`config.mk`:
```
export PLATFORM = sky130hd
export DESIGN_NAME = fibonacci_index
export DESIGN_NICKNAME = d
export VERILOG_FILES = /design/src/rtl/fibonacci_index.sv
export SDC_FILE = /design/constraint.sdc
export NUM_CORES = 1
export LEC_CHECK = 0
export ABC_AREA = 1
export BUFFER_PORTS_ARGS = -buffer_cell sky130_fd_sc_hd__buf_2
export CAP_MARGIN = 20
export CORE_UTILIZATION = 50
export DETAILED_ROUTE_END_ITERATION = 10
export PLACE_DENSITY = 0.68
export SYNTH_ARGS = -nofsm -noshare
export SYNTH_HDL_FRONTEND = slang
export SYNTH_SLANG_ARGS = --single-unit
```
`constraint.sdc`:
```
create_clock -name clk -period 2.3 [get_ports clk]
set_input_delay 0.46 -clock clk [delete_from_list [all_inputs] [get_ports clk]]
set_output_delay 0.46 -clock clk [all_outputs]
set_load 0.02 [all_outputs]
```
`src/rtl/fibonacci_index.sv`:
```
`default_nettype none
// ============================================================================
// fibonacci_index : iterative inverse Fibonacci search, one sequence step/clk
// Rev 1.0
// ============================================================================
module fibonacci_index #(
  parameter int WIDTH = 16,
  parameter int IDX_W = 5
) (
  input  logic             clk,
  input  logic             rst_n,
  input  logic [WIDTH-1:0] value_in,
  input  logic             begin_inv,
  output logic [IDX_W-1:0] idx_out,
  output logic             exact,
  output logic             busy,
  output logic             done
);

  typedef enum logic [1:0] {
    S_IDLE   = 2'd0,
    S_SEARCH = 2'd1,
    S_DONE   = 2'd2
  } state_t;

  localparam logic [WIDTH:0] C_B_ONE = (WIDTH+1)'(1);
  localparam logic [WIDTH:0] C_B_SAT = '1;

  state_t           state_q, state_d;
  logic [WIDTH-1:0] target_q, target_d;
  logic [WIDTH-1:0] a_q, a_d;
  logic [WIDTH:0]   b_q, b_d;
  logic [IDX_W-1:0] n_q, n_d;
  logic [IDX_W-1:0] idx_q, idx_d;
  logic             exact_q, exact_d;
  logic [WIDTH:0]   w_sum;

  // a and b are both <= target whenever a step is taken, so the sum fits WIDTH+1 bits
  assign w_sum = {1'b0, a_q} + b_q;

  always_comb begin
    state_d  = state_q;
    target_d = target_q;
    a_d      = a_q;
    b_d      = b_q;
    n_d      = n_q;
    idx_d    = idx_q;
    exact_d  = exact_q;
    case (state_q)
      S_IDLE: begin
        if (begin_inv) begin
          target_d = value_in;
          a_d      = '0;
          b_d      = C_B_ONE;
          n_d      = '0;
          state_d  = S_SEARCH;
        end
      end
      S_SEARCH: begin
        if (a_q == target_q) begin
          idx_d   = n_q;
          exact_d = 1'b1;
          state_d = S_DONE;
        end else if (b_q[WIDTH] || (b_q[WIDTH-1:0] > target_q)) begin
          idx_d   = n_q;
          exact_d = 1'b0;
          state_d = S_DONE;
        end else begin
          a_d = b_q[WIDTH-1:0];
          // Saturation guarantees the overflow test fires on the next compare
          b_d = w_sum[WIDTH] ? C_B_SAT : w_sum;
          n_d = n_q + IDX_W'(1);
        end
      end
      S_DONE: begin
        state_d = S_IDLE;
      end
      default: begin
        state_d = S_IDLE;
      end
    endcase
  end

  always_ff @(posedge clk) begin
    if (!rst_n) begin
      state_q  <= S_IDLE;
      target_q <= '0;
      a_q      <= '0;
      b_q      <= C_B_ONE;
      n_q      <= '0;
      idx_q    <= '0;
      exact_q  <= 1'b0;
    end else begin
      state_q  <= state_d;
      target_q <= target_d;
      a_q      <= a_d;
      b_q      <= b_d;
      n_q      <= n_d;
      idx_q    <= idx_d;
      exact_q  <= exact_d;
    end
  end

  assign idx_out = idx_q;
  assign exact   = exact_q;
  assign busy    = (state_q != S_IDLE);
  assign done    = (state_q == S_DONE);

endmodule
`default_nettype wire

```
==> impl_metrics.json <==
{
  "outcome": "complete, no violations",
  "power_density_mw_per_mm2": 583,
  "combPwrFrac_pct": 15.5,
  "cts_buffer_depth": 2,
  "hold_viol": 0,
  "cts_tree": "done",
  "hpwl_um": 7080,
  "finalSetupViolations": 0,
  "cp_slowest_cell": "fa_2",
  "root_buffer": "clkbuf_8",
  "yosys.area_share.simple_pct": 28.1,
  "p_sw_w": 0.000701,
  "coreArea_mm2": 0.00733,
  "place_ws_ns": 0.0857,
  "cts_buffers": 9,
  "hold_buffers": 0,
  "synth_flop_cell": "dfxtp_1",
  "synthToLayoutAreaGrowth_pct": 12.0,
  "die_h_um": 89.8,
  "drive_gt1_share_pct": 13.8,
  "hp-class": "input pin to flop",
  "synthTopCellsByArea": "dfxtp_1 32%, nand2_1 16%, ha_1 11%",
  "placed_area_mm2": 0.00410,
  "drtAntennaViolNets": 0,
  "slowest_delay_ns": 0.39,
  "grt_pass1_wl_um": 16000,
  "yosys_warnings": 0,
  "diodes": 0,
  "synth-seq-area-share_pct": 32.2,
  "grt_antenna_before_repair": 0,
  "clkLatencyLatePin_ns": 0.35,
  "cts_max_level": 3,
  "synth_nets": 599,
  "synth_edf_count": 0,
  "grt_max_degree": 32,
  "period_needed_ns": 2.10,
  "drtIter0Drc": 203,
  "synthCells": 546,
  "vias": 3571,
  "synth_top_family_by_area": "simple AND/OR/NAND/NOR gates",
  "async_flop_share_pct": 0,
  "worst_slew_margin_rel_pct": 67.8,
  "die_x_um": 89.8,
  "drv_slew": 0,
  "die-area_mm2": 0.00806,
  "finalClockSkew_ns": 0.00658,
  "gr-total-overflow": 0,
  "routabilityCongestion": 0.948,
  "cts_resized": 0,
  "intPower_w": 0.00181,
  "path_cells": "ha_1 -> fa_2 -> nand3_1 -> nand2_2 -> nand2_1 -> nand2_2 -> nand2_1 -> nand2_1 -> nand2_1 -> nand2_2 -> nand2_1 -> nand2_1 -> a21oi_1",
  "post-cts-setup-buffer-count": 0,
  "grt.total_usage_pct": 24.6,
  "drt_pass1_iterations": 5,
  "path_common_cell": "nand2_1",
  "leakage_nw": 1.94,
  "viasPerCell": 5.25,
  "io_pins": 27,
  "drv_cap": 0,
  "power_frac_seq_pct": 45.7,
  "start_util_pct": 52.6,
  "start_kind": "flop",
  "first_global_vias": 3474,
  "post-route-period-util_pct": 91.4,
  "route.detailed.drc": 0,
  "synth.most_common_cell": "nand2_1",
  "fmax_ghz": 0.476,
  "fin_ws_ns": 0.198,
  "clock-sinks": 62,
  "synth_xor_area_share_pct": 5.91,
  "clk_pin_slew_ns": 0.07,
  "critical_path.max_fanout": 8,
  "ir_drop_v": 0.000385,
  "crit_type": "flop to flop",
  "synth-seq-cells": 62,
  "portBuffers": 26,
  "synthAdderAreaFrac_pct": 11.2,
  "syn_area_mm2": 0.00385,
  "end_kind": "flop",
  "synth.largest_area_cell": "dfxtp_1",
  "drt-wirelength-per-cell_um": 13.6,
  "yosys.area.top_type_share_pct": 32.2,
  "tightest_slew_ns": 0.482,
  "fillers": 692,
  "synthTopCellsByCount": "162 x nand2_1, 63 x a21oi_1, 62 x dfxtp_1",
  "fin_area_mm2": 0.00432,
  "arrival_ns": 2.39,
  "fin_nets": 629,
  "clkPwrFrac_pct": 38.8,
  "synthMuxAreaShare_pct": 0,
  "rows": 31,
  "routed_wl_um": 9270,
  "synth_area_per_cell_um2": 7.06,
  "synth_compound_area_share_pct": 14.6,
  "ys_types": 29,
  "p_sw_share_pct": 27.9,
  "cp.required_ns": 2.58
}
## layout make-up
type | instances | area [µm²] | area share, %
Multi-Input combinational cell | 417 | 2320 | 53.7
Sequential cell | 62 | 1240 | 28.8
Timing Repair Buffer | 35 | 239 | 5.54
Inverter | 51 | 191 | 4.43
Clock buffer | 12 | 155 | 3.59
Tap cell | 99 | 124 | 2.87
Clock inverter | 4 | 45.0 | 1.04
## worst paths after layout
check,start,end,slack (ns),depth (start not counted)
hold reg to reg,idx_out[3]$_SDFFE_PN0P_,idx_out[3]$_SDFFE_PN0P_,0.47,2
setup reg to reg,a_q[0]$_SDFFE_PN0P_,b_q[8]$_SDFFE_PN0P_,0.20,13
hold / removal,value_in[0],target_q[0]$_SDFFE_PN0P_,0.34,3
setup / recovery,a_q[0]$_SDFFE_PN0P_,b_q[8]$_SDFFE_PN0P_,0.20,13
## layout by cell type, fill, tap and decap left out, types with 3 or more instances in the layout
master / synthesis / layout
inv_1: 48 / 48
buf_12: 0 / 3
a21oi_1: 63 / 63
clkbuf_8: 0 / 11
nand2_2: 8 / 8
buf_2: 2 / 26
nor2_1: 37 / 37
o21ai_0: 24 / 24
xnor2_1: 25 / 25
inv_2: 3 / 3
buf_4: 0 / 5
nand3_1: 32 / 32
dfxtp_1: 62 / 60
ha_1: 33 / 33
a21oi_2: 11 / 11
nand2_1: 162 / 162
nand4_1: 8 / 8
clkinv_2: 0 / 3
## layer usage
metal	vias to the layer above	GRT usage, %	part of all wire, %
li1	1839	-	-
met1	1615	29.5	46
met2	93	42.0	47
met3	24	4.74	3.9
met4	0	12.0	2.9
met5	-	0	0
## metrics by stage
stage	hold WS (ns)	util [%]	total power, W	cells	setup TNS [ns]
floorplan	0.452	-	0.00146	546	0
global placement	0.448	55.9	0.00155	663	0
CTS	0.335	58.6	0.00253	679	0
finish	0.345	58.9	0.00252	680	0
detailed placement	0.455	55.9	0.00156	663	0
global route	0.353	58.9	0.00262	680	-0.0168
## cells by family (layout without fill, tap and decap cells)
group	count (synthesis)	in the layout
AND/OR/NAND/NOR	254	255
flip-flops	62	62
XOR/XNOR	26	26
adder cells (fa/ha/maj)	34	34
buffers and inverters	68	102
AO/OA/AOI/OAI	102	102
## flip-flops by register name, indices dropped and copies added (netlist names)
register	cells
b_q	17
a_q	16
target_q	16
idx_out	5
n_q	5
state_q	2
exact	1
## worst max-delay path: cells and delay by family (launching register included)
family / cells / cell delay [ns]
flops: 1 / 0.33
fa+ha+maj: 2 / 0.64
compound gates: 1 / 0.13
simple gates: 10 / 0.94
## power by group through the flow
stage | logic [W] | clock network, W | registers [W]
6_report | 0.000389 | 0.000977 | 0.00115
3_5_place_dp | 0.000387 | 0 | 0.00117
3_3_place_gp | 0.000380 | 0 | 0.00117
5_1_grt | 0.000438 | 0.00103 | 0.00115
4_1_cts | 0.000389 | 0.000995 | 0.00115
2_1_floorplan | 0.000293 | 0 | 0.00116
Power figures use the tool's default switching activity.
